## src/rtl/aes_v3_pkg.sv

```systemverilog
// Shared types and helpers for the saes.v3 round sequencer (FSM encoding, index types, word/ShiftRows select).
package aes_v3_pkg;

  typedef enum logic [1:0] {
    ST_IDLE  = 2'd0,
    ST_ISSUE = 2'd1,
    ST_DONE  = 2'd2
  } seq_state_t;

  typedef logic [1:0] word_idx_t;
  typedef logic [1:0] byte_idx_t;

  localparam logic [15:0] STALL_MAX = 16'hFFFF;

  function automatic logic [31:0] word_sel(input logic [127:0] bus, input word_idx_t w);
    logic [31:0] r;
    case (w)
      2'd0:    r = bus[31:0];
      2'd1:    r = bus[63:32];
      2'd2:    r = bus[95:64];
      2'd3:    r = bus[127:96];
      default: r = 32'd0;
    endcase
    return r;
  endfunction

  // Row i of output column j comes from column j+i (ShiftRows) or j-i (InvShiftRows), mod 4.
  function automatic word_idx_t src_word(input word_idx_t j, input byte_idx_t i, input logic dec);
    word_idx_t r;
    if (dec) begin
      r = j - i;
    end else begin
      r = j + i;
    end
    return r;
  endfunction

endpackage

```

## src/rtl/aes_v3_seq_addr.sv

```systemverilog
// Operand select for one saes.v3 byte-op: source state word, byte select, and key/accumulator chain.
module aes_v3_seq_addr
  import aes_v3_pkg::*;
(
  input  logic [1:0]   j,
  input  logic [1:0]   i,
  input  logic         dec,
  input  logic [31:0]  acc,
  input  logic [127:0] rkey,
  input  logic [127:0] state,
  output logic [31:0]  rs1,
  output logic [31:0]  rs2,
  output logic [1:0]   bs
);

  assign rs1 = word_sel(state, src_word(j, i, dec));
  // The first byte of each column starts from the round key; the rest chain through the accumulator.
  assign rs2 = (i == 2'd0) ? word_sel(rkey, j) : acc;
  assign bs  = i;

endmodule

```

## src/rtl/aes_v3_round_seq.sv

```systemverilog
// Sequences the 16 saes.v3 byte-ops of one AES round onto a shared single-byte core.
// Optional build macro AES_V3_SEQ_PERF_EN adds the stall_cnt output.
module aes_v3_round_seq
  import aes_v3_pkg::*;
(
  input  logic         g_clk,
  input  logic         g_resetn,
  input  logic         start,
  input  logic         dec,
  input  logic         last,
  input  logic [127:0] state_in,
  input  logic [127:0] rkey,
  output logic         busy,
  output logic         done,
  output logic [127:0] state_out,
  output logic         c_valid,
  output logic         c_dec,
  output logic         c_mix,
  output logic [31:0]  c_rs1,
  output logic [31:0]  c_rs2,
  output logic [1:0]   c_bs,
  input  logic         c_ready,
  input  logic [31:0]  c_rd
`ifdef AES_V3_SEQ_PERF_EN
  ,
  output logic [15:0]  stall_cnt
`endif
);

  seq_state_t   fsm_r;
  logic [1:0]   j_r;
  logic [1:0]   i_r;
  logic         dec_r;
  logic         last_r;
  logic [127:0] state_r;
  logic [127:0] rkey_r;
  logic [31:0]  acc_r;
  logic [127:0] result_r;
  logic [127:0] state_out_r;
  logic         done_r;
  logic         issue_s;

  assign issue_s   = (fsm_r == ST_ISSUE);
  assign busy      = issue_s;
  assign c_valid   = issue_s;
  assign c_dec     = dec_r;
  assign c_mix     = ~last_r;
  assign done      = done_r;
  assign state_out = state_out_r;

  aes_v3_seq_addr u_addr (
    .j     (j_r),
    .i     (i_r),
    .dec   (dec_r),
    .acc   (acc_r),
    .rkey  (rkey_r),
    .state (state_r),
    .rs1   (c_rs1),
    .rs2   (c_rs2),
    .bs    (c_bs)
  );

  // Round FSM: capture on start, walk (j,i) over 16 accepted ops, publish the result on the last one.
  always_ff @(posedge g_clk) begin
    if (!g_resetn) begin
      fsm_r       <= ST_IDLE;
      j_r         <= 2'd0;
      i_r         <= 2'd0;
      dec_r       <= 1'b0;
      last_r      <= 1'b0;
      state_r     <= 128'd0;
      rkey_r      <= 128'd0;
      acc_r       <= 32'd0;
      result_r    <= 128'd0;
      state_out_r <= 128'd0;
      done_r      <= 1'b0;
    end else begin
      done_r <= 1'b0;
      case (fsm_r)
        ST_IDLE: begin
          if (start) begin
            state_r <= state_in;
            rkey_r  <= rkey;
            dec_r   <= dec;
            last_r  <= last;
            j_r     <= 2'd0;
            i_r     <= 2'd0;
            fsm_r   <= ST_ISSUE;
          end else begin
            fsm_r <= ST_IDLE;
          end
        end
        ST_ISSUE: begin
          if (c_ready) begin
            acc_r <= c_rd;
            if (i_r == 2'd3) begin
              result_r[{j_r, 5'd0} +: 32] <= c_rd;
              i_r <= 2'd0;
              j_r <= j_r + 2'd1;
              if (j_r == 2'd3) begin
                // Column 3 arrives on this edge, so splice it in directly.
                state_out_r <= {c_rd, result_r[95:0]};
                done_r      <= 1'b1;
                fsm_r       <= ST_DONE;
              end else begin
                fsm_r <= ST_ISSUE;
              end
            end else begin
              i_r <= i_r + 2'd1;
            end
          end else begin
            fsm_r <= ST_ISSUE;
          end
        end
        ST_DONE: begin
          fsm_r <= ST_IDLE;
        end
        default: begin
          fsm_r <= ST_IDLE;
        end
      endcase
    end
  end

`ifdef AES_V3_SEQ_PERF_EN
  logic [15:0] stall_cnt_r;

  assign stall_cnt = stall_cnt_r;

  // Core back-pressure counter, saturating, cleared on an accepted start.
  always_ff @(posedge g_clk) begin
    if (!g_resetn) begin
      stall_cnt_r <= 16'd0;
    end else if ((fsm_r == ST_IDLE) && start) begin
      stall_cnt_r <= 16'd0;
    end else if (c_valid && !c_ready && (stall_cnt_r != STALL_MAX)) begin
      stall_cnt_r <= stall_cnt_r + 16'd1;
    end else begin
      stall_cnt_r <= stall_cnt_r;
    end
  end
`endif

endmodule

```

## config.mk

```make
export PLATFORM = sky130hd
export DESIGN_NAME = aes_v3_round_seq
export DESIGN_NICKNAME = d
export VERILOG_FILES = /design/src/rtl/aes_v3_pkg.sv /design/src/rtl/aes_v3_seq_addr.sv /design/src/rtl/aes_v3_round_seq.sv
export SDC_FILE = /design/constraint.sdc
export NUM_CORES = 1
export LEC_CHECK = 0
export CORE_ASPECT_RATIO = 1.2
export CORE_MARGIN = 5
export CORE_UTILIZATION = 40
export CTS_CLUSTER_DIAMETER = 120
export CTS_CLUSTER_SIZE = 28
export DETAILED_ROUTE_END_ITERATION = 10
export PLACE_DENSITY_LB_ADDON = 0.12
export RECOVER_POWER = 25
export SLEW_MARGIN = 40
export SYNTH_ARGS = -nofsm -noshare
export SYNTH_HDL_FRONTEND = slang
export SYNTH_HIERARCHICAL = 1
export SYNTH_SLANG_ARGS = --single-unit
```

## constraint.sdc

```tcl
create_clock -name g_clk -period 5 [get_ports g_clk]
set_input_delay 0.75 -clock g_clk [delete_from_list [all_inputs] [get_ports g_clk]]
set_output_delay 0.75 -clock g_clk [all_outputs]
set_load 0.005 [all_outputs]
```

[After elaboration in Yosys (flattened, before gate mapping)]
Cells that the tools add are included.
Word-level totals
  flip-flop bits (word level): 553
  output and inout bits: 199
Operators by class
  $add $sub $neg: 5
  eq/ne operators: 12
  shifts and indexed selects: 2
  mux-type cells: 18
  bitwise logic cells: 1
  reduce and logical (&&, ||, !) cells: 12
Operators with widths (count)
  $pmux 32 s4: 2
  $bwmux 128: 1
  $shift 32x9->128 const A: 1
  $shiftx 32x9->128: 1
  $mux 32: 1
  $mux 2: 9
  $pmux 2 s2: 3
  $reduce_and 4->1: 3
  $eq 2x2->1 const B: 5
  $neg 7->9: 1
  $logic_not 2->1: 4
  $eq 2x1->1 const B: 3
  $reduce_and 3->1: 2
  $add 2x1->2 const B: 2
  $ne 2x1->1 const B: 2
  $reduce_and 2->1: 2
  $ne 3x2->1 const B: 1
  $add 2x2->2: 1
  $mux 1: 2
  $ne 2x2->1 const B: 1
  $reduce_bool 2->1: 1
  $sub 2x2->2: 1
  $not 1->1: 1

[Depth between registers and ports, before layout]
Gate-level depths: netlist of the first run.
  depth after elaboration: 5
  mapped depth: 8
  mapped depth without buffers: 5

[Cells and area by module]
Netlist of the first run, hierarchy kept.
Modules (own cells, without submodules)
  aes_v3_round_seq: instances 1, cells an instance 2189, area each 19032.0 um^2, seq. area each 10430.0 um^2
  aes_v3_seq_addr: instances 1, cells an instance 125, area each 2184.6 um^2, seq. area each 0.0 um^2

[Least setup slack after synthesis of the first run]
No wires, ideal clock.
  path type: reg-to-output
  from: register j_r[0]
  to: output port c_rs1[0]
  data arrival time: 2103 ps
  required time: 4250 ps
  setup slack: 2147 ps
  cell stages (with the launch flop): 8
  path buffers: 4
  cell sequence: dfxtp_1 -> buf_6 -> buf_12 -> inv_1 -> ha_1 -> buf_1 -> buf_2 -> mux4_2
On the way
  word-level cells in the longest chain between the ends: 4
  elaborated cells between the ends (all ways): 8
  those cells by class: 2 x add/sub; 3 x eq/ne; 2 x mux; 1 x reduce/logical
RTL lines
  start: declaration: RTL line aes_v3_round_seq.sv:31  | logic [1:0] j_r;
  start signal: assignment: RTL line aes_v3_round_seq.sv:99  | j_r <= j_r + 2'd1;
  $add 2x2->2 or $sub 2x2->2 (tied branches): RTL line aes_v3_pkg.sv:33, aes_v3_pkg.sv:31
  $mux 2 (*): RTL line aes_v3_pkg.sv:30  | if (dec) begin
  $eq 2x2->1, or another cell as far along: RTL line aes_v3_pkg.sv:17  | case (w)
  $pmux 32 s4 (*): RTL line aes_v3_pkg.sv:17
  end: declaration: RTL line aes_v3_round_seq.sv:19  | output logic [31:0] c_rs1,
Every way passes the cells marked *; elsewhere a longest branch is shown, timed or not.

[Final worst setup path of the first run]
  from: input port g_resetn
  to: register state_r[119]
RTL lines
  start: declaration: RTL line aes_v3_round_seq.sv:7  | input logic g_resetn,
  end signal: assignment: RTL line aes_v3_round_seq.sv:82  | state_r <= state_in;
  end: declaration: RTL line aes_v3_round_seq.sv:35  | logic [127:0] state_r;
No word-level cell between the ends.

==> results of run 1 <==
logic make-up (layout without fill, tap and decap cells):
logic type / count (synthesis) / in the layout / synth area share [%]
buffers and inverters: 209 / 548 / 6.23
AO/OA/AOI/OAI: 392 / 392 / 10.4
AND/OR/NAND/NOR: 957 / 957 / 18.5
other: 0 / 10 / 0
flip-flops: 521 / 521 / 49.2
multiplexers: 225 / 225 / 15.1
adder cells (fa/ha/maj): 8 / 8 / 0.472
XOR/XNOR: 2 / 2 / 0.153
worst max-delay path by stage:
stage	end	from	cells past startpoint
final	state_r[119]	g_resetn	4
after global routing	rkey_r[59]	g_resetn	4
after CTS	c_rs1[25]	i_r[0]	7
after detailed placement	c_rs1[0]	i_r[0]	7
after global placement	c_rs1[4]	i_r[0]	7
after floorplan	c_rs1[0]	j_r[0]	7
power breakdown:
part	switching (mW)	total, mW	internal, mW
Sequential	0.0886	4.37	4.29
Clock	1.32	2.15	0.837
Combinational	0.450	0.936	0.487
Total	1.86	7.47	5.61
state kept, by name, summed over array words and instances (netlist names), 2 cells and up:
signal,cells
fsm_r,2
j_r,2
acc_r,32
state_out,128
state_r,128
rkey_r,128
i_r,2
result_r,96
layout make-up:
cell class,count,area [µm²]
repair buffers,517,5210
clock buffers,23,576
flip-flops and latches,521,10400
well taps,705,882
multi-input cells,1584,9530
inverters,7,33.8
clock inverters,1,16.3
fillers,4998,25800
diodes,10,25.0
routing by layer:
metal / vias to the layer above / share of wire (%) / GRT usage, %
met5: - / 0.040 / 0
met4: 4 / 2.2 / 5.67
met3: 74 / 6.9 / 4.91
met2: 475 / 48 / 36.8
met1: 8335 / 43 / 29.7
li1: 8454 / - / -
Yosys cell counts, drive strengths merged:
cell     number  area, µm²
nand2       839       3150
dfxtp       521      10400
a21oi       293       1470
mux2i       129       1290
buf         127       1010
clkbuf       75        289
nand4        66        413
o21ai        65        325
mux4         64       1450
and2         37        234
mux2         32        469
o22ai        31        382
ha            8        100
inv           7       26.3
and3b         2       17.5
nand3         2       10.0
nor3b         2       15.0
o41ai         2       17.5
xnor2         2       32.5
and4b         1       10.0
and4bb        1       12.5
nand3b        1       7.51
nor2          1       3.75
nor2b         1       6.26
nor4b         1       15.0
nor4bb        1       10.0
o2111ai       1       8.76
or3           1       6.26
or3b          1       8.76
stage by stage:
stage	total power [mW]	area [µm²]	setup WS (ps)	util, %
6_report	7.47	26700	720	50.9
5_1_grt	7.77	26700	362	50.9
3_5_place_dp	5.40	26100	1430	49.7
3_3_place_gp	5.39	26000	1480	49.6
4_1_cts	7.54	26700	755	50.8
2_1_floorplan	4.93	21200	2150	-
worst register-to-register path: cells and delay by family (launching register included):
| family | cells | cell delay (ps) |
|---|---|---|
| adders and majority gates | 1 | 260 |
| and+or+nand+nor | 2 | 360 |
| buffers and inverters | 3 | 1320 |
| muxes | 1 | 360 |
| DFF | 1 | 380 |
==> results.sh, run 1 <==
export IMPL_status="finished with violations"
export IMPL_drive_gt1_share_pct=7.16
export IMPL_grt_pass1_vias=16532
export IMPL_remaining_drc_errors=0
export IMPL_hold_viol=0
export IMPL_firstDrtPassIters=5
export IMPL_hp_start="rkey_r[0]"
export IMPL_maxCapViolCount=1
export IMPL_path_common_cell="clkbuf_2"
export IMPL_nets=2955
export IMPL_cts_resized=0
export IMPL_yosysSeqAreaShare_pct=49.2
export IMPL_synth_cell_types=40
export IMPL_rsz0062_at_grt="false"
export IMPL_clock_path_buffers=3
export IMPL_grt_max_degree=187
export IMPL_dieArea_um2=57800
export IMPL_die_h_um=262
export IMPL_finalCriticalPeriod_ps=4280
export IMPL_min_to="rkey_r[0]"
export IMPL_tns_ps=0
export IMPL_cp_top_family="buffers and inverters"
export IMPL_dp_hpwl_um=48600
export IMPL_hold_buffers=0
export IMPL_cts_htree_levels=1
export IMPL_cp_end_kind="register"
export IMPL_syn_avg_cell_area_um2=9.17
export IMPL_core_area_um2=52500
export IMPL_critical_path_slowest_cell="clkbuf_2"
export IMPL_max_freq_ghz=0.234
export IMPL_reg2reg_from="j_r[1]"
export IMPL_wl_per_cell_um=20.2
export IMPL_ys_ff_latch=521
export IMPL_worst_clock_skew_ps=11.7
export IMPL_slew_viol_final=133
export IMPL_crit_chain="clkbuf_2 -> inv_8 -> clkbuf_2 -> a21oi_1"
export IMPL_start_util_pct=40.4
export IMPL_path_clk_slew_ps=110
export IMPL_via_per_inst=5.15
export IMPL_critPathMaxFanout=133
export IMPL_slowest_delay_ps=1790
export IMPL_grt_usage_pct=22.3
export IMPL_slew_limit_headroom_pct=-76.0
export IMPL_placedCellCount=3333
export IMPL_cts_tree="built"
export IMPL_syn_to_final_growth_pct=25.9
export IMPL_worst_path_buf_inv=3
export IMPL_dieWidth_um=220
export IMPL_cts_root_buf="clkbuf_16"
export IMPL_synth_warnings=6
export IMPL_stdcell_count=3368
export IMPL_r2r_setup_slack_ps=2250
export IMPL_place_congestion=0.899
export IMPL_final_common_cell="nand2_1"
export IMPL_ioPinCount=493
export IMPL_vdd_drop_max_mv=0.279
export IMPL_rows=92
export IMPL_post_cts_buffers=0
export IMPL_p_leak_nw=9.47
export IMPL_cts_num_sinks=521
export IMPL_whs_ps=454
export IMPL_cp_data_arrival_time_ps=4750
export IMPL_grt_pass1_wl_um=101000
export IMPL_cp_start_kind="input port"
export IMPL_cellPowerDensity_nw_per_um2=280
export IMPL_netlist_area_um2=21200
export IMPL_hold_class="register to register"
export IMPL_cts_buffers=22
export IMPL_critPathKind="input port to register"
export IMPL_port_buffers=492
export IMPL_netlist_instances=2314
export IMPL_rr_endpoint="state_out[124]"
export IMPL_drt_wl_total_um=68100
export IMPL_vias=17342
export IMPL_crit_required_ps=5480
export IMPL_ant_nets=0
export IMPL_tightest_slew_ps=2640
export IMPL_finalSetupViolCount=0
export IMPL_layout_common_cells="nand2_1, dfxtp_1, clkdlybuf4s50_1"
export IMPL_antenna_found_initial=14
export IMPL_clock_latency_ps=570
export IMPL_min_delay_path_depth=2
export IMPL_rr_worst_depth=7
export IMPL_gr_total_overflow=0
export IMPL_fin_crit_sh_pct=85.6
export IMPL_synth_fp_nets=2616
export IMPL_failed_checks="capacitance limit, slew limit"
export IMPL_drt_initial_drc_count=1186
Power figures use the tool's default switching activity.
==> run 2, diff against run 1 <==
Settings changed: CAP_MARGIN from default to 20, SLEW_MARGIN 40 to 5.
==> run 2 against run 1 <==
The flow still finishes with violations (capacitance limit, slew limit). Combinational power shrank 0.7%. Clock skew grew 5.8 ps. Via count shrank 0.40%. Cell count is essentially flat. Total power is essentially flat. First-iteration DRC count shrank 14%. Sequential power is essentially flat. Core utilization shrank 0.15 points. Critical path type unchanged. Critical endpoint is now state_r[96]. Highest routed layer unchanged.
==> results.sh, run 2 (synthesis gave the netlist of run 1 again) <==
export IMPL_status="finished with violations"
export IMPL_failed_checks="capacitance limit, slew limit"
export IMPL_rsz0062_at_grt="false"
export IMPL_die_h_um=262
export IMPL_cts_tree="built"
export IMPL_whs_ps=457
export IMPL_ioPinCount=493
export IMPL_cellPowerDensity_nw_per_um2=280
export IMPL_dieArea_um2=57800
export IMPL_cts_num_sinks=521
export IMPL_p_total_mw=7.46
export IMPL_layout_common_cells="nand2_1, dfxtp_1, clkdlybuf4s50_1"
export IMPL_critPathKind="input port to register"
export IMPL_core_area_um2=52500
export IMPL_finalSetupViolCount=0
export IMPL_cp_top_family="buffers and inverters"
export IMPL_hold_class="register to register"
export IMPL_hold_buffers=0
export IMPL_rows=92
export IMPL_crit_required_ps=5410
export IMPL_drt_wl_total_um=68100
export IMPL_final_common_cell="nand2_1"
export IMPL_cts_htree_levels=1
export IMPL_critPathMaxFanout=133
export IMPL_crit_chain="clkbuf_2 -> inv_8 -> clkbuf_4 -> a21oi_1"
export IMPL_antenna_found_initial=17
export IMPL_r2r_setup_slack_ps=1940
export IMPL_worst_path_buf_inv=3
export IMPL_rr_endpoint="result_r[10]"
export IMPL_drt_initial_drc_count=1018
export IMPL_ant_nets=0
export IMPL_cts_resized=0
export IMPL_hold_viol=0
export IMPL_p_switching_mw=1.86
export IMPL_grt_usage_pct=22.3
export IMPL_reg2reg_from="j_r[0]"
export IMPL_start_util_pct=40.4
export IMPL_cp_end_kind="register"
export IMPL_drive_gt1_share_pct=7.06
export IMPL_vias=17272
export IMPL_worst_path_stages=4
export IMPL_finalCriticalPeriod_ps=4250
export IMPL_grt_pass1_vias=16706
export IMPL_remaining_drc_errors=0
export IMPL_endpoint="state_r[96]"
export IMPL_cp_data_arrival_time_ps=4660
export IMPL_cts_buffers=22
export IMPL_clock_latency_ps=570
export IMPL_firstDrtPassIters=5
export IMPL_vdd_drop_max_mv=0.214
export IMPL_fin_crit_sh_pct=85.1
export IMPL_path_clk_slew_ps=120
export IMPL_rr_worst_depth=6
export IMPL_max_freq_ghz=0.235
export IMPL_place_congestion=0.899
export IMPL_comb_power_share_pct=12.4
export IMPL_worst_clock_skew_ps=17.5
export IMPL_cts_root_buf="clkbuf_16"
export IMPL_grt_pass1_wl_um=101000
export IMPL_nets=2952
export IMPL_seq_power_share_pct=58.6
export IMPL_critical_path_slowest_cell="clkbuf_2"
export IMPL_via_per_inst=5.13
export IMPL_dp_hpwl_um=48400
export IMPL_gr_total_overflow=0
export IMPL_slowest_delay_ps=1290
export IMPL_cp_start_kind="input port"
export IMPL_wl_per_cell_um=20.2
export IMPL_clock_path_buffers=3
export IMPL_slew_viol_final=133
export IMPL_grt_max_degree=187
export IMPL_post_cts_buffers=0
export IMPL_tightest_slew_ps=2620
export IMPL_port_buffers=492
export IMPL_crit_path_start="g_resetn"
export IMPL_p_int_mw=5.60
export IMPL_slew_limit_headroom_pct=-74.9
export IMPL_syn_to_final_growth_pct=25.5
export IMPL_p_leak_nw=9.69
export IMPL_maxCapViolCount=1
export IMPL_dieWidth_um=220
export IMPL_switching_share_pct=24.9
export IMPL_clkPwrFrac_pct=28.9
export IMPL_tns_ps=0
## run 2: worst min-delay path by stage
stage,cells past startpoint,slack (ps),endpoint,from
5_1_grt,2,470,rkey_r[0],rkey_r[0]
3_3_place_gp,2,440,rkey_r[0],rkey_r[0]
6_report,2,460,rkey_r[0],rkey_r[0]
3_5_place_dp,2,440,rkey_r[0],rkey_r[0]
4_1_cts,2,460,rkey_r[0],rkey_r[0]
2_1_floorplan,2,430,rkey_r[32],rkey_r[32]
## run 2: per-layer routing
layer / vias to the layer above / track usage [%] / routed length [µm] / part of all wire, %
met4: 4 / 7.90 / 2210 / 3.2
li1: 8431 / - / - / -
met3: 97 / 4.85 / 4580 / 6.7
met2: 481 / 36.4 / 32500 / 48
met1: 8259 / 29.3 / 28800 / 42
met5: - / 0 / 22 / 0.032
## run 2: layout make-up
cell class	instances	area [µm²]
repair buffers	514	5130
clock buffers	23	576
flip-flops and latches	521	10400
clock inverters	1	16.3
diodes	12	30.0
well taps	705	882
inverters	7	33.8
multi-input cells	1584	9520
fillers	4980	25900
## run 2: worst reg2reg max path, delay by kind of cell (launching register included)
family | cells | cell delay, ps
compound gates | 1 | 450
fa+ha+maj | 1 | 410
buf+inv | 2 | 830
flops | 1 | 340
simple gates | 2 | 930
## run 2: power by group through the flow
stage,sequential [mW],combinational (mW),clock [mW]
finish,4.37,0.929,2.16
global placement,4.47,0.922,0
floorplan,4.43,0.508,0
global route,4.39,1.01,2.37
detailed placement,4.47,0.933,0
CTS,4.37,0.936,2.23
## run 2: through the flow
stage          util [%]  worst slack [ps]  area (µm²)  std cells
2_1_floorplan         -              2150       21200       2314
3_3_place_gp       49.6              1480       26000       3331
3_5_place_dp       49.6              1440       26000       3331
4_1_cts            50.7               763       26600       3355
5_1_grt            50.7               347       26600       3366
6_report           50.7               746       26600       3367
